File: config.mk
export PLATFORM = sky130hd
export DESIGN_NAME = pixel_lane_packer
export DESIGN_NICKNAME = d
export VERILOG_FILES = /design/src/rtl/pixel_lane_packer.sv
export SDC_FILE = /design/constraint.sdc
export NUM_CORES = 1
export LEC_CHECK = 0
export BUFFER_PORTS_ARGS = -buffer_cell sky130_fd_sc_hd__buf_2
export CORE_MARGIN = 4
export CORE_UTILIZATION = 61
export DETAILED_ROUTE_END_ITERATION = 12
export PLACE_DENSITY = 0.95
export SLEW_MARGIN = 20
export SYNTH_ARGS = -nofsm -noshare
export SYNTH_HDL_FRONTEND = slang
export SYNTH_SLANG_ARGS = --single-unit
File: constraint.sdc
create_clock -name clk_in -period 10.1 [get_ports clk_in]
set_input_delay 1.515 -clock clk_in [delete_from_list [all_inputs] [get_ports clk_in]]
set_output_delay 1.515 -clock clk_in [all_outputs]
set_load 0.03 [all_outputs]
File: src/rtl/pixel_lane_packer.sv
// Decimates a raster pixel stream and packs LANES kept pixels per packet for a multi-lane sender.
// Define PIXEL_LANE_PACKER_ROW_FLUSH_EN to zero-fill and emit a partial packet at the end of a row.
module pixel_lane_packer #(
  parameter int unsigned PIXEL_WIDTH = 16,
  parameter int unsigned LANES       = 6,
  parameter int unsigned DECIM       = 2,
  parameter int unsigned HRES        = 1280
) (
  input  logic                         clk_in,
  input  logic                         rst_in,
  input  logic                         pixel_valid_in,
  input  logic [PIXEL_WIDTH-1:0]       pixel_data_in,
  input  logic [10:0]                  hcount_in,
  input  logic [9:0]                   vcount_in,
  input  logic                         packet_ready_in,
  output logic                         packet_valid_out,
  output logic [LANES*PIXEL_WIDTH-1:0] packet_data_out,
  output logic                         packet_sof_out,
  output logic                         overflow_out,
  output logic [15:0]                  drop_count_out
);

  localparam int unsigned CntW    = $clog2(LANES + 1);
  localparam logic [10:0] HMask   = 11'(DECIM - 1);
  localparam logic [9:0]  VMask   = 10'(DECIM - 1);
  localparam logic [10:0] RowLast = 11'(HRES - DECIM);
`ifdef PIXEL_LANE_PACKER_ROW_FLUSH_EN
  localparam bit FlushEn = 1'b1;
`else
  localparam bit FlushEn = 1'b0;
`endif

  // Slot 0 lives in the most significant element so the packet maps straight onto the output.
  typedef logic [LANES-1:0][PIXEL_WIDTH-1:0] pkt_t;

  typedef enum logic {StFill, StHold} state_e;

  state_e          state_q, state_d;
  logic [CntW-1:0] fill_q, fill_d;
  pkt_t            collect_q, collect_d;
  logic            col_sof_q, col_sof_d;
  logic            out_valid_q, out_valid_d;
  pkt_t            out_data_q, out_data_d;
  logic            out_sof_q, out_sof_d;
  logic            overflow_q, overflow_d;
  logic [15:0]     drop_q, drop_d;

  logic            keep;
  logic            frame_start;
  logic            row_end;
  logic [CntW-1:0] base;
  logic [CntW-1:0] fill_new;
  pkt_t            pkt;
  logic            complete;
  logic            out_free;

  always_comb begin
    keep        = pixel_valid_in && ((hcount_in & HMask) == '0) && ((vcount_in & VMask) == '0);
    frame_start = keep && (hcount_in == '0) && (vcount_in == '0);
    row_end     = hcount_in == RowLast;
    base        = frame_start ? '0 : fill_q;
    fill_new    = base + CntW'(1);
    // Slots past the new fill level are cleared so a flushed packet carries zero lanes.
    for (int unsigned i = 0; i < LANES; i++) begin
      if (CntW'(i) == base) begin
        pkt[LANES-1-i] = pixel_data_in;
      end else if (CntW'(i) >= fill_new) begin
        pkt[LANES-1-i] = '0;
      end else begin
        pkt[LANES-1-i] = collect_q[LANES-1-i];
      end
    end
    complete = (fill_new == CntW'(LANES)) || (FlushEn && row_end);
    out_free = !out_valid_q || packet_ready_in;
  end

  always_comb begin
    state_d     = state_q;
    fill_d      = fill_q;
    collect_d   = collect_q;
    col_sof_d   = col_sof_q;
    out_valid_d = out_valid_q && !packet_ready_in;
    out_data_d  = out_data_q;
    out_sof_d   = out_sof_q;
    overflow_d  = overflow_q;
    drop_d      = drop_q;

    unique case (state_q)
      StFill: begin
        if (keep) begin
          collect_d = pkt;
          fill_d    = fill_new;
          col_sof_d = frame_start || col_sof_q;
          if (complete) begin
            if (out_free) begin
              out_valid_d = 1'b1;
              out_data_d  = pkt;
              out_sof_d   = frame_start || col_sof_q;
              fill_d      = '0;
              col_sof_d   = 1'b0;
            end else begin
              state_d = StHold;
            end
          end
        end
      end
      StHold: begin
        if (keep) begin
          overflow_d = 1'b1;
          if (drop_q != 16'hFFFF) begin
            drop_d = drop_q + 16'd1;
          end
        end
        if (out_free) begin
          out_valid_d = 1'b1;
          out_data_d  = collect_q;
          out_sof_d   = col_sof_q;
          fill_d      = '0;
          col_sof_d   = 1'b0;
          state_d     = StFill;
        end
      end
      default: state_d = StFill;
    endcase
  end

  always_ff @(posedge clk_in or posedge rst_in) begin
    if (rst_in) begin
      state_q     <= StFill;
      fill_q      <= '0;
      collect_q   <= '0;
      col_sof_q   <= 1'b0;
      out_valid_q <= 1'b0;
      out_data_q  <= '0;
      out_sof_q   <= 1'b0;
      overflow_q  <= 1'b0;
      drop_q      <= '0;
    end else begin
      state_q     <= state_d;
      fill_q      <= fill_d;
      collect_q   <= collect_d;
      col_sof_q   <= col_sof_d;
      out_valid_q <= out_valid_d;
      out_data_q  <= out_data_d;
      out_sof_q   <= out_sof_d;
      overflow_q  <= overflow_d;
      drop_q      <= drop_d;
    end
  end

  assign packet_valid_out = out_valid_q;
  assign packet_data_out  = out_data_q;
  assign packet_sof_out   = out_sof_q;
  assign overflow_out     = overflow_q;
  assign drop_count_out   = drop_q;

endmodule

==> results_dict.tcl <==
set metrics [dict create \
    status "complete, no violations" \
    synth_edf_count 0 \
    drt_iter0_markers 1071 \
    drc 0 \
    min_from "overflow_out$_DFFE_PP0P_" \
    clock_path_buffers 3 \
    die_area_mm2 0.0180 \
    fin_cells 1196 \
    cts_setup_buffers 0 \
    cp-end-kind "flip-flop" \
    first_pass_iters 5 \
    fin_crit_ns 5.69 \
    synth.distinct_cells 65 \
    combPwrFrac 0.283 \
    max_cap_viol_count 0 \
    start_util 0.631 \
    rsz0062_at_grt "no" \
    cp.arrival_ns 6.14 \
    cts_resized 0 \
    vias 8214 \
    synth_cells 853 \
    worstMarginPinSlew_ns 1.15 \
    antenna_cells 0 \
    worst-path-max-fanout 85 \
    p_leak_nw 5.54 \
    synth_area_per_cell_um2 11.4 \
    crit_start "vcount_in[0]" \
    r2r_end "packet_data_out[69]$_DFFE_PP0P_" \
    synth-seq-area-share 0.558 \
    internal_power_mw 1.89 \
    cts_sinks 216 \
    ir_drop_v 0.000138 \
    power.switching_mw 1.05 \
    finalCritPeriodShare 0.563 \
    grt.overflow.total 0 \
    place_inst 1156 \
    crit_end "packet_data_out[69]$_DFFE_PP0P_" \
    wl_per_cell_um 23.2 \
    coreArea_mm2 0.0154 \
    num-fill-cells 992 \
    cts_tree "done" \
    finalHoldViolCount 0 \
    cts_made_buffers 23 \
    routabilityCongestion 0.975 \
    r2r_start "fill_q[2]$_DFFE_PP0P_" \
    io_pins 156 \
    ctsHoldBuffers 0 \
    root_buffer "clkbuf_16" \
    die-width_um 134 \
    required_ns 10.55 \
    synthArstFlopShare 1.00 \
    synth_top_flop_cell "dfrtp_1" \
    clkTransAtPathRegs_ns 0.06 \
    row_count 45 \
    clkPwrFrac 0.304 \
    p_sw_frac 0.357 \
    synth_seq_cells 216 \
    relSlewSlack 0.233 \
    clkLatencyLatePin_ns 0.52 \
    skew_ns 0.0251 \
    area_delta_synth_final_pct 17.0 \
    setup_tns_ns 0 \
    r2r_slack_ns 5.89 \
    ctsHtreeMaxLevel 1 \
    viasPerCell 6.87 \
    start_kind "input port" \
    synth.top_cells.by_count "216 x dfrtp_1, 79 x a22o_1, 61 x nor2_1, 55 x clkbuf_1, 39 x nand2_1" \
    fmax_mhz 176 \
    die_h_um 134 \
    grt_max_degree 133 \
    holdWs_ns 0.475 \
    ys_warn_count 0 \
    grtUsageTotal 0.306 \
    reg2reg_depth 9 \
    grt_pass1_vias 8283 \
    final_util 0.738 \
    slew_violations 0 \
    drive_gt1_frac 0.238 \
    finalPower_mw 2.93 \
    io_buffers 155 \
    synthesis.area_mm2 0.00969 \
    synth_top_area_share 0.558 \
    antenna_found_initial 1 \
    power_density_mw_per_mm2 259 \
    wl_um 27700 \
    seq_power_share 0.414 \
    min_path_type "flip-flop to flip-flop" \
    dp_hpwl_um 17100 \
    synth_area_leaders "dfrtp_1 56%, a22o_1 7.1%, o32ai_1 2.8%" \
    yosysMostFrequentCell "dfrtp_1" \
    synth_area_leader_cell "dfrtp_1" \
    drtAntennaViolNets 0 \
    setup_viol 0 \
    syn_nets 901 \
    grt_first_pass_wirelength_um 44400 \
    fin_nets 1018 \
    criticalPathCategory "input port to flip-flop" \
]
[critical path: stages]
cell,delay [ns]
buf_2,0.13
nor3b_4,0.44
nand4_4,0.26
o21ai_1,0.70
ha_1,0.53
nor2b_1,0.26
a21oi_1,0.09
buf_4,0.23
or2_2,0.28
buf_4,0.36
o32ai_2,1.00
a221o_1,0.30
[cell families after synthesis]
kind of cell | count (synthesis) | share of synthesized area
and+or+nand+nor | 196 | 0.108
DFF | 216 | 0.558
adders and majority gates | 7 | 0.00903
buffers and inverters | 114 | 0.0483
muxes | 17 | 0.0177
AOI/OAI and AO/OA | 288 | 0.246
xor gates and xnor gates | 15 | 0.0136
[layout make-up]
cell class | instances | area [µm²] | area share
clock buffer | 28 | 624 | 0.0551
clock inverter | 12 | 166 | 0.0147
inverter | 37 | 146 | 0.0129
multi-input combinational | 523 | 3850 | 0.339
sequential | 216 | 5410 | 0.477
tap | 211 | 264 | 0.0233
timing repair buffer | 169 | 885 | 0.0780
[worst min path at each step]
stage / to / cells after the start
final: overflow_out$_DFFE_PP0P_ / 1
after floorplan: collect_q[63]$_DFFE_PP0P_ / 1
after global routing: overflow_out$_DFFE_PP0P_ / 1
after detailed placement: overflow_out$_DFFE_PP0P_ / 1
after CTS: overflow_out$_DFFE_PP0P_ / 1
after global placement: overflow_out$_DFFE_PP0P_ / 1
[metal layers]
layer	routed length, µm	share of wire	track usage
met4	1230	0.044	0.122
met3	3030	0.11	0.0701
met5	7	0.00025	0
met2	12900	0.46	0.480
met1	10600	0.38	0.420
[sequential cells by signal (all words and copies together) (netlist names)]
signal,flops
packet_data_out,96
drop_count_out,16
col_sof_q,1
fill_q,3
packet_sof_out,1
overflow_out,1
packet_valid_out,1
collect_q,96
state_q,1
[power groups by stage]
| stage | clock network [mW] | registers, mW | logic [mW] |
|---|---|---|---|
| 2_1_floorplan | 0 | 1.35 | 0.421 |
| 3_3_place_gp | 0 | 1.21 | 0.777 |
| 3_5_place_dp | 0 | 1.21 | 0.805 |
| 4_1_cts | 0.889 | 1.21 | 0.816 |
| 5_1_grt | 0.928 | 1.23 | 0.887 |
| 6_report | 0.891 | 1.21 | 0.830 |
[through the flow]
step	instance area [µm²]	worst slack, ns
floorplan	9690	2.68
global placement	10500	4.19
detailed placement	10500	4.05
CTS	11300	4.50
global route	11300	4.02
finish	11300	4.41
[cell usage in the layout (no fill, tap or decap), drive strengths merged, types with 17 or more instances in the layout]
master and n:
dfrtp 216, buf 169, a22o 79, nor2 62, nand2 40, inv 37, o211ai 32, o32ai 32
a22oi 31, clkbuf 28, nor3 24, o21ai 22, and2 18, a32o 17
No activity file was read; power rests on OpenSTA's default activity.
